==> src/rtl/pixel_write_sink.sv <==
// pixel_write_sink
//   Queues trace pixel writes and shares one single-port pixel memory between
//   the VGA scan-out (reads), a full-frame clear sweep and the queued writes.
//   Port priority each cycle: scan read > clear sweep > queued write > idle.
//
// Ports
//   VGA_CTRL_CLK                 sole clock, rising edge
//   reset                        asynchronous, active-low
//   write_xCoord/yCoord, w_en,   trace write request, one pixel per w_en cycle
//   disp_bit
//   clear_req                    one-cycle pulse, starts (or restarts) a clear sweep
//   display_xCoord/yCoord        current scan position from the VGA controller
//   mem_addr/mem_wdata/mem_we    registered memory port
//   mem_rdata                    memory read data, one cycle after the read address
//   pixel_color                  registered scan colour, two cycles after the scan position
//   fifo_full, clear_busy        status
//   drop_count                   saturating count of discarded requests
module pixel_write_sink #(
  parameter int unsigned FIFO_DEPTH = 8,
  parameter int unsigned vga_width  = 640,
  parameter int unsigned vga_height = 480
) (
  input  logic        VGA_CTRL_CLK,
  input  logic        reset,
  input  logic [9:0]  write_xCoord,
  input  logic [8:0]  write_yCoord,
  input  logic        w_en,
  input  logic [1:0]  disp_bit,
  input  logic        clear_req,
  input  logic [9:0]  display_xCoord,
  input  logic [8:0]  display_yCoord,
  output logic [18:0] mem_addr,
  output logic [1:0]  mem_wdata,
  output logic        mem_we,
  input  logic [1:0]  mem_rdata,
  output logic [1:0]  pixel_color,
  output logic        fifo_full,
  output logic        clear_busy,
  output logic [15:0] drop_count
);

  localparam int unsigned AW        = $clog2(FIFO_DEPTH);
  localparam logic [9:0]  X_LIM     = 10'(vga_width);
  localparam logic [8:0]  Y_LIM     = 9'(vga_height);
  localparam logic [18:0] W_VEC     = 19'(vga_width);
  localparam logic [18:0] LAST_ADDR = 19'(vga_width * vga_height - 1);
  localparam logic [AW:0] DEPTH_CNT = (AW + 1)'(FIFO_DEPTH);

  // Port arbiter selections
  localparam logic [1:0] ARB_IDLE  = 2'd0;
  localparam logic [1:0] ARB_READ  = 2'd1;
  localparam logic [1:0] ARB_CLEAR = 2'd2;
  localparam logic [1:0] ARB_WRITE = 2'd3;

  // y*vga_width + x as a sum of shifted copies of y, one per set bit of the width
  function automatic logic [18:0] f_addr(input logic [9:0] x, input logic [8:0] y);
    logic [18:0] acc;
    acc = {9'd0, x};
    for (int i = 0; i < 19; i++) begin
      if (W_VEC[i]) acc = acc + (19'(y) << i);
    end
    return acc;
  endfunction

  // ---------------------------------------------------------------------------
  // State
  // ---------------------------------------------------------------------------
  logic [20:0]   r_fifo [FIFO_DEPTH];
  logic [AW-1:0] r_wptr;
  logic [AW-1:0] r_rptr;
  logic [AW:0]   r_count;

  logic          r_last_vld;
  logic [18:0]   r_last_addr;
  logic [1:0]    r_last_data;

  logic          r_clr_busy;
  logic [18:0]   r_clr_cnt;

  logic [18:0]   r_mem_addr;
  logic [1:0]    r_mem_wdata;
  logic          r_mem_we;
  logic          r_rd_vis;
  logic [1:0]    r_pix;
  logic [15:0]   r_drop;

  // ---------------------------------------------------------------------------
  // Combinational decode
  // ---------------------------------------------------------------------------
  logic          w_full;
  logic          w_empty;
  logic          w_disp_vis;
  logic [18:0]   w_disp_addr;
  logic [18:0]   w_wr_addr;
  logic          w_wr_in_range;
  logic          w_wr_dup;
  logic [1:0]    w_sel;
  logic          w_pop;
  logic          w_push;
  logic          w_drop;
  logic [20:0]   w_head;

  assign w_full        = (r_count == DEPTH_CNT);
  assign w_empty       = (r_count == '0);
  assign w_disp_vis    = (display_xCoord < X_LIM) && (display_yCoord < Y_LIM);
  assign w_disp_addr   = f_addr(display_xCoord, display_yCoord);
  assign w_wr_addr     = f_addr(write_xCoord, write_yCoord);
  assign w_wr_in_range = (write_xCoord < X_LIM) && (write_yCoord < Y_LIM);
  assign w_wr_dup      = r_last_vld && (r_last_addr == w_wr_addr) && (r_last_data == disp_bit);
  assign w_head        = r_fifo[r_rptr];

  always_comb begin
    w_sel = ARB_IDLE;
    if (w_disp_vis) begin
      w_sel = ARB_READ;
    end else if (r_clr_busy) begin
      w_sel = ARB_CLEAR;
    end else if (!w_empty && !clear_req) begin
      // A clear request flushes the queue this cycle, so its head is not written.
      w_sel = ARB_WRITE;
    end
  end

  assign w_pop = (w_sel == ARB_WRITE);

  // A full queue still accepts when the head leaves in the same cycle.
  assign w_push = w_en && w_wr_in_range && !w_wr_dup && !clear_req && (!w_full || w_pop);

  // Duplicates and requests flushed by clear_req are discarded without counting.
  assign w_drop = w_en && (!w_wr_in_range ||
                           (!clear_req && !w_wr_dup && w_full && !w_pop));

  // ---------------------------------------------------------------------------
  // Write queue
  // ---------------------------------------------------------------------------
  always_ff @(posedge VGA_CTRL_CLK) begin
    if (w_push) r_fifo[r_wptr] <= {w_wr_addr, disp_bit};
  end

  always_ff @(posedge VGA_CTRL_CLK or negedge reset) begin
    if (!reset) begin
      r_wptr  <= '0;
      r_rptr  <= '0;
      r_count <= '0;
    end else if (clear_req) begin
      r_wptr  <= '0;
      r_rptr  <= '0;
      r_count <= '0;
    end else begin
      if (w_push) r_wptr <= r_wptr + 1'b1;
      if (w_pop)  r_rptr <= r_rptr + 1'b1;
      case ({w_push, w_pop})
        2'b10:   r_count <= r_count + 1'b1;
        2'b01:   r_count <= r_count - 1'b1;
        default: r_count <= r_count;
      endcase
    end
  end

  // Last accepted entry, for dropping back-to-back repeats of the same pixel
  always_ff @(posedge VGA_CTRL_CLK or negedge reset) begin
    if (!reset) begin
      r_last_vld  <= 1'b0;
      r_last_addr <= '0;
      r_last_data <= '0;
    end else if (clear_req) begin
      r_last_vld  <= 1'b0;
    end else if (w_push) begin
      r_last_vld  <= 1'b1;
      r_last_addr <= w_wr_addr;
      r_last_data <= disp_bit;
    end
  end

  // ---------------------------------------------------------------------------
  // Clear sweep
  // ---------------------------------------------------------------------------
  always_ff @(posedge VGA_CTRL_CLK or negedge reset) begin
    if (!reset) begin
      r_clr_busy <= 1'b0;
      r_clr_cnt  <= '0;
    end else if (clear_req) begin
      r_clr_busy <= 1'b1;
      r_clr_cnt  <= '0;
    end else if (w_sel == ARB_CLEAR) begin
      if (r_clr_cnt == LAST_ADDR) begin
        r_clr_busy <= 1'b0;
        r_clr_cnt  <= '0;
      end else begin
        r_clr_cnt  <= r_clr_cnt + 1'b1;
      end
    end
  end

  // ---------------------------------------------------------------------------
  // Memory port and scan colour
  // ---------------------------------------------------------------------------
  always_ff @(posedge VGA_CTRL_CLK or negedge reset) begin
    if (!reset) begin
      r_mem_addr  <= '0;
      r_mem_wdata <= '0;
      r_mem_we    <= 1'b0;
    end else begin
      unique case (w_sel)
        ARB_READ: begin
          r_mem_addr <= w_disp_addr;
          r_mem_we   <= 1'b0;
        end
        ARB_CLEAR: begin
          r_mem_addr  <= r_clr_cnt;
          r_mem_wdata <= 2'b00;
          r_mem_we    <= 1'b1;
        end
        ARB_WRITE: begin
          r_mem_addr  <= w_head[20:2];
          r_mem_wdata <= w_head[1:0];
          r_mem_we    <= 1'b1;
        end
        default: begin
          r_mem_we <= 1'b0;
        end
      endcase
    end
  end

  // r_rd_vis tracks the scan position alongside the read address so an
  // off-screen position yields background with the same two-cycle latency.
  always_ff @(posedge VGA_CTRL_CLK or negedge reset) begin
    if (!reset) begin
      r_rd_vis <= 1'b0;
      r_pix    <= 2'b00;
    end else begin
      r_rd_vis <= w_disp_vis;
      r_pix    <= r_rd_vis ? mem_rdata : 2'b00;
    end
  end

  always_ff @(posedge VGA_CTRL_CLK or negedge reset) begin
    if (!reset) begin
      r_drop <= '0;
    end else if (w_drop && (r_drop != 16'hFFFF)) begin
      r_drop <= r_drop + 1'b1;
    end
  end

  assign mem_addr    = r_mem_addr;
  assign mem_wdata   = r_mem_wdata;
  assign mem_we      = r_mem_we;
  assign pixel_color = r_pix;
  assign fifo_full   = w_full;
  assign clear_busy  = r_clr_busy;
  assign drop_count  = r_drop;

endmodule

==> config.mk <==
export PLATFORM = sky130hd
export DESIGN_NAME = pixel_write_sink
export DESIGN_NICKNAME = d
export VERILOG_FILES = /design/src/rtl/pixel_write_sink.sv
export SDC_FILE = /design/constraint.sdc
export NUM_CORES = 1
export LEC_CHECK = 0
export ABC_AREA = 0
export CORE_ASPECT_RATIO = 1.75
export CORE_MARGIN = 1
export CORE_UTILIZATION = 40
export CTS_CLUSTER_SIZE = 10
export DETAILED_ROUTE_END_ITERATION = 10
export PLACE_DENSITY_LB_ADDON = 0.2
export SLEW_MARGIN = 30
export SYNTH_ARGS = -nofsm -noshare
export SYNTH_HDL_FRONTEND = slang
export SYNTH_SLANG_ARGS = --single-unit
==> constraint.sdc <==
create_clock -name VGA_CTRL_CLK -period 6 [get_ports VGA_CTRL_CLK]
set_input_delay 0.9 -clock VGA_CTRL_CLK [delete_from_list [all_inputs] [get_ports VGA_CTRL_CLK]]
set_output_delay 0.9 -clock VGA_CTRL_CLK [all_outputs]
set_load 0.005 [all_outputs]
==> metrics, run 1 <==
Core Footprint=~30000 sq um; Arrival @ worst endpoint=roughly 5.8 ns; Post-Place Cells=about 1300; Cell Rows=between 80 and 90; clk root buf=clkbuf_16; Avg WL per Cell=19.9 um; number of CTS-inserted buffers=30; area of the die=~31000 sq um; Post-CTS Hold Fix Bufs=0; sequential cell area fraction in the yosys report=between 60% and 70%; vias in the first global route=around 8000; Synth cell types=66; Synthesized Nets=~960; final setup violation count=0; FFs w/ async S/R, synth=between 30% and 40%; H-tree levels=1; initial core utilization=approximately two fifths; critical path class=in2reg; r2r setup slk=approximately 1.8 ns; max frequency=approximately 0.19 GHz; PwrDens=305 nW/um^2; Compound-Gate Fraction of Synth Area=between 7 and 8%; setup TNS=0 ns; Finished Layout Cells=around 1400; top cells by area, synth=edfxtp_1 41%, dfrtp_1 19%, mux4_2 7.7%; Worst-path clk slew=about 0.060 ns; Die Width=134 um; Antenna diodes=0; status=complete, no violations; cell family with most CP delay=simple AND/OR/NAND/NOR gates; Yosys reg bits=about 260; crit-path cells=clkdlybuf4s50_1 > inv_1 > fa_1 > fa_1 > nor2b_1 > o22ai_1 > xnor2_1 > xor2_1 > nor4_1 > and3_4 > nor2_1 > nor2b_1 > ha_1 > a21o_1 > a21oi_1 > or4_1 > o22ai_1 > mux2_2; Gate Count Post-Synth=between 800 and 900; FF-to-FF Start=r_last_addr[4]$_DFFE_PN0P_; Total GRT Usage=roughly 18%; Worst Setup End Kind=flip-flop; initial antenna violation count=0; global-route wire length before repair=~44 mm; clk_lat worst skew=~0.57 ns; Avg Vias per Cell=about 5.4; Final Skew=approximately 0.025 ns; final hold vios=0; main combinational cell family by area after synthesis=multiplexers; Max Cap Viol=0; FF-to-FF End=r_count[3]$_DFFE_PN0P_; postcts setup bufs=0; Slew headroom=about 42%; share of cells above drive strength 1=15.6%; Max VDD drop=between 200 and 250 uV; fraction of synthesized cell area in xor and xnor cells=4.13%; Nets=around 1100; CP max FO=4; DR iter-0 viols=about 360; DP Wirelength=approximately 19 mm; post-synthesis simple-gate area fraction=8.55%; fin crit share=between 80 and 90%; die height=between 200 and 250 um; Post-synth EDFFs=168; yosys warns=0; via count=7454; Worst-Margin Slew=around 0.85 ns; ANT nets after route=0; ys flop type=edfxtp_1; Layout area overhead=19.3%; CTS tree=built; adder-cell share of the synthesized area=4.90%; Hold WC Path Type=in2async; Buf/Inv on CP=2; minimum clock period=approximately 5.3 ns; Crit-path slowest cell=nor4_1; IO Port Bufs=between 80 and 90; Crit path required time=6.44 ns; mux cell area share after synthesis=roughly 13%; largest net degree at the start of global routing=56; Mean Syn Cell Area=14.1 sq um; Worst R2R Path Depth=14; Cell Area, Synth=12300 sq um; CTS resizes=0; gpl congestion=0.874; Synth top area share=about two fifths; RSZ-0062 raised after global routing=no; wirelength, routed=around 28 mm; peak per-stage delay on the critical path=0.52 ns; total gr overflow=0; clock buffer depth=3; boundary pin count=88; Pre-Repair DR Iteration Count=4; clk sinks=261; startpoint types=input port; DRC Markers=0; LEAKAGE=approximately 0.0053 uW; fin. max-slew vios=0; Synth area leader=edfxtp_1
registers in the layout, indices dropped and copies added (netlist names):
register	flops
r_last_vld	1
r_rptr	3
r_wptr	3
r_clr_cnt	19
r_last_addr	19
drop_count	16
mem_we	1
clear_busy	1
pixel_color	2
r_last_data	2
r_rd_vis	1
mem_addr	19
r_fifo	168
r_count	4
mem_wdata	2
logic make-up (layout without fill, tap and decap cells):
family,count (synthesis),after routing
multiplexers,97,97
XOR/XNOR,57,57
adder cells (fa/ha/maj),45,45
AO/OA/AOI/OAI,147,147
AND/OR/NAND/NOR,201,201
buffers and inverters,62,192
flip-flops,261,261
layout by cell type, fill, tap and decap left out, types with 16 or more instances in the layout:
cell type | synthesis | layout
edfxtp_1 | 168 | 168
dfrtp_1 | 93 | 92
clkdlybuf4s50_1 | 0 | 86
nor2_1 | 51 | 50
nand2_1 | 48 | 48
o21ai_0 | 42 | 42
mux4_2 | 42 | 42
ha_1 | 40 | 40
xnor2_1 | 36 | 36
a21oi_1 | 34 | 34
clkbuf_16 | 0 | 30
mux2_2 | 28 | 28
buf_4 | 0 | 28
mux2i_1 | 26 | 26
a211oi_1 | 22 | 22
clkbuf_1 | 25 | 22
inv_1 | 21 | 21
xor2_1 | 20 | 20
nand4_1 | 16 | 16
cell usage after synthesis (all sizes together) (14+ instances only):
cell / number
edfxtp: 168
o21ai: 45
ha: 40
nand4: 16
nor2: 51
mux2: 29
mux2i: 26
xnor2: 36
a211oi: 24
clkbuf: 25
dfrtp: 93
a21oi: 34
buf: 14
nand3: 15
xor2: 21
inv: 21
and3: 15
mux4: 42
nand2: 48
per-stage QoR:
stage / worst slack [ns] / utilization (%) / hold WS [ns] / power, uW / instance area [sq um]
6_report: 0.694 / 48.7 / 0.318 / 4470 / 14600
5_1_grt: 0.415 / 48.7 / 0.349 / 4670 / 14600
4_1_cts: 0.753 / 48.6 / 0.325 / 4520 / 14600
3_3_place_gp: 0.257 / 45.7 / 0.448 / 2850 / 13700
2_1_floorplan: -0.404 / - / 0.444 / 2570 / 12300
3_5_place_dp: 0.163 / 45.7 / 0.455 / 2870 / 13700
per-layer routing:
metal / share of wire (%) / track usage [%] / vias up
li1: - / - / 3541
met1: 39 / 20.5 / 3737
met2: 55 / 35.2 / 132
met3: 2.7 / 2.04 / 44
met4: 2.9 / 7.09 / 0
met5: 0 / 0 / -
area by class of cell:
class / count / area [sq um]
fill: 2695 / 15400
sequential: 261 / 7370
multi-input combinational: 547 / 4720
timing repair buffer: 115 / 1100
clock buffer: 52 / 833
tap: 387 / 484
inverter: 23 / 86.3
clock inverter: 2 / 38.8
power by group:
| part | internal (uW) | total (uW) | leakage [uW] | switching, uW |
|---|---|---|---|---|
| clock | 938 | 1640 | 0.000412 | 703 |
| combinational | 322 | 671 | 0.00214 | 349 |
| sequential | 2060 | 2150 | 0.00271 | 92.2 |
| total | 3320 | 4470 | 0.00526 | 1140 |
worst max-delay path by stage:
stage                               start                endpoint  slack (ns)  cells after the start
final                     write_yCoord[0]  r_count[3]$_DFFE_PN0P_        0.69                     18
after global placement    write_xCoord[9]  r_count[3]$_DFFE_PN0P_        0.26                     18
after global routing      write_yCoord[0]  r_count[3]$_DFFE_PN0P_        0.42                     18
after CTS                 write_yCoord[0]  r_count[3]$_DFFE_PN0P_        0.75                     18
after floorplan           write_xCoord[9]  r_fifo[0][0]$_DFFE_PP_       -0.40                     15
after detailed placement  write_yCoord[0]  r_count[3]$_DFFE_PN0P_        0.16                     18
Power figures use the tool's default switching activity.
==> inputs of run 2 (changes only) <==
CTS_BUF_LIST = sky130_fd_sc_hd__clkbuf_2 sky130_fd_sc_hd__clkbuf_4 sky130_fd_sc_hd__clkbuf_8   (was unset)
==> metrics, run 2 (synthesis results as in run 1) <==
status=complete, no violations (unchanged); final instance area=14600 sq um (about the same); minimum clock period=5.33 ns (was 5.31 ns); Internal=3170 uW (was 3320 uW); FF-to-FF Start=r_last_addr[5]$_DFFE_PN0P_ (was r_last_addr[4]$_DFFE_PN0P_); wirelength, routed=27.5 mm (was 27.6 mm); vias in the first global route=8104 (was 7978); H-tree levels=2 (was 1); initial antenna violation count=1 (was 0); startpoint types=input port (unchanged); Avg WL per Cell=19.6 um (was 19.9 um); via count=7526 (was 7454); Post-Place Cells=1332 (unchanged); Comb power frac=15.6% (was 15.0%); Core Footprint=30100 sq um (unchanged); Pre-Repair DR Iteration Count=4 (unchanged); Arrival @ worst endpoint=5.75 ns (about the same); Crit-path slowest cell=nor4_1 (unchanged); peak per-stage delay on the critical path=0.52 ns (about the same); Layout area overhead=18.6% (was 19.3%); Post-CTS Hold Fix Bufs=0 (unchanged); final hold vios=0 (unchanged); DP Wirelength=19.3 mm (unchanged); clock buffer depth=3 (unchanged); share of cells above drive strength 1=19.0% (was 15.6%); Buf/Inv on CP=2 (unchanged); clk sinks=261 (unchanged); DR iter-0 viols=331 (was 356); die height=234 um (unchanged); DRC Markers=0 (unchanged); Seq pwr share=50.2% (was 48.2%); most frequent cells in the layout=168 x edfxtp_1, 92 x dfrtp_1, 86 x clkdlybuf4s50_1, 50 x nor2_1, 48 x nand2_1 (unchanged); Critical Path Start=write_yCoord[0] (unchanged); Top reg by flops=r_fifo (unchanged); clk root buf=clkbuf_8 (was clkbuf_16); ANT nets after route=0 (unchanged); final setup violation count=0 (unchanged); CTS resizes=0 (unchanged); max frequency=0.188 GHz (about the same); gpl congestion=0.874 (unchanged); Cell Rows=84 (unchanged); crit-path cells=clkdlybuf4s50_1 > inv_1 > fa_1 > fa_1 > nor2b_1 > o22ai_1 > xnor2_1 > xor2_1 > nor4_1 > and3_4 > nor2_1 > nor2b_1 > ha_1 > a21o_1 > a21oi_1 > or4_1 > o22ai_1 > mux2_2 (unchanged); Die Width=134 um (unchanged); critical path class=in2reg (unchanged); area post-placement=13700 sq um (unchanged); most common cell after layout, fill and taps aside=edfxtp_1 (unchanged); fin crit share=88.9% (was 88.4%); clock share of power=34.2% (was 36.7%); Avg Vias per Cell=5.35 (was 5.37); max reg flops=168 (unchanged); Crit path required time=6.41 ns (was 6.44 ns); boundary pin count=88 (unchanged); Net Sw Frac=26.1% (was 25.6%); RSZ-0062 raised after global routing=no (unchanged); Nets=1078 (was 1069); Max VDD drop=119 uV (was 220 uV); total gr overflow=0 (unchanged); number of CTS-inserted buffers=40 (was 30); Worst Setup End Kind=flip-flop (unchanged); global-route wire length before repair=44.0 mm (was 44.2 mm); LEAKAGE=0.00528 uW (was 0.00526 uW); clk_lat worst skew=0.55 ns (was 0.57 ns); switching pwr=1120 uW (was 1140 uW); Finished Layout Cells=1407 (was 1387); final core utilization=48.4% (was 48.7%); Max Cap Viol=0 (unchanged); postcts setup bufs=0 (unchanged); cell family with most CP delay=simple AND/OR/NAND/NOR gates (unchanged); fin. max-slew vios=0 (unchanged); Hold WC Path Type=in2async (unchanged); CP max FO=4 (unchanged); Worst-path clk slew=0.06 ns (about the same); Total GRT Usage=18.4% (about the same); PwrDens=295 nW/um^2 (was 305 nW/um^2); Slew headroom=40.3% (was 42.4%); Worst-Margin Slew=0.883 ns (was 0.851 ns); area of the die=31400 sq um (unchanged); Final Skew=0.0269 ns (was 0.0248 ns); initial core utilization=40.8% (unchanged); CTS tree=built (unchanged); IO Port Bufs=87 (unchanged); largest net degree at the start of global routing=56 (unchanged)
[run 2: changes by cell type in the layout (fill, tap and decap cells not counted), sizes merged]
cell / change
clkbuf: +9
clkinv: +9
buf: -1
clkinvlp: +1
diode: +1
inv: +1
[run 2: layer usage]
layer | vias up | global-route usage [%] | wire (um) | share of wire [%]
li1 | 3569 | - | - | -
met1 | 3731 | 20.1 | 10600 | 38
met2 | 169 | 35.1 | 15200 | 55
met3 | 57 | 2.45 | 836 | 3.0
met4 | 0 | 8.15 | 914 | 3.3
met5 | - | 0 | 0 | 0
[run 2: final cells by class]
type,instances,area (sq um)
clock inverters,13,73.8
fillers,2715,15500
clock buffers,61,733
well taps,387,484
diodes,1,2.50
multi-input cells,547,4720
repair buffers,114,1070
inverters,23,86.3
flip-flops and latches,261,7370
[run 2: final timing paths]
path	end	slack, ns	cells past startpoint
setup / recovery	r_count[3]$_DFFE_PN0P_	0.67	18
setup reg to reg	r_count[3]$_DFFE_PN0P_	1.79	14
max in group asynchronous	r_clr_cnt[2]$_DFFE_PN0P_	4.54	2
hold / removal	drop_count[0]$_DFFE_PN0P_	0.34	1
hold reg to reg	pixel_color[1]$_DFF_PN0_	0.47	1
min in group VGA_CTRL_CLK	pixel_color[1]$_DFF_PN0_	0.47	1
[run 2: power by group through the flow]
| stage | registers [uW] | logic [uW] | clock network, uW |
|---|---|---|---|
| after detailed placement | 2190 | 678 | 0 |
| after global placement | 2190 | 664 | 0 |
| after global routing | 2170 | 747 | 1600 |
| after CTS | 2150 | 681 | 1520 |
| final | 2150 | 670 | 1470 |
| after floorplan | 2160 | 403 | 0 |
[run 2: worst reg2reg max path: cells and delay by family (launching register included)]
kind	cells	cell delay, ns
and+or+nand+nor	7	2.34
AOI/OAI and AO/OA	4	0.64
DFF	1	0.39
muxes	1	0.35
adders and majority gates	1	0.21
xor gates and xnor gates	1	0.15
[run 2: through the flow]
stage	power (uW)	setup slack (ns)	hold slack [ns]	setup TNS, ns
after floorplan	2570	-0.404	0.444	-33.95
after detailed placement	2870	0.163	0.455	0
after CTS	4350	0.736	0.338	0
after global routing	4510	0.405	0.358	0
final	4290	0.667	0.344	0
after global placement	2850	0.257	0.448	0
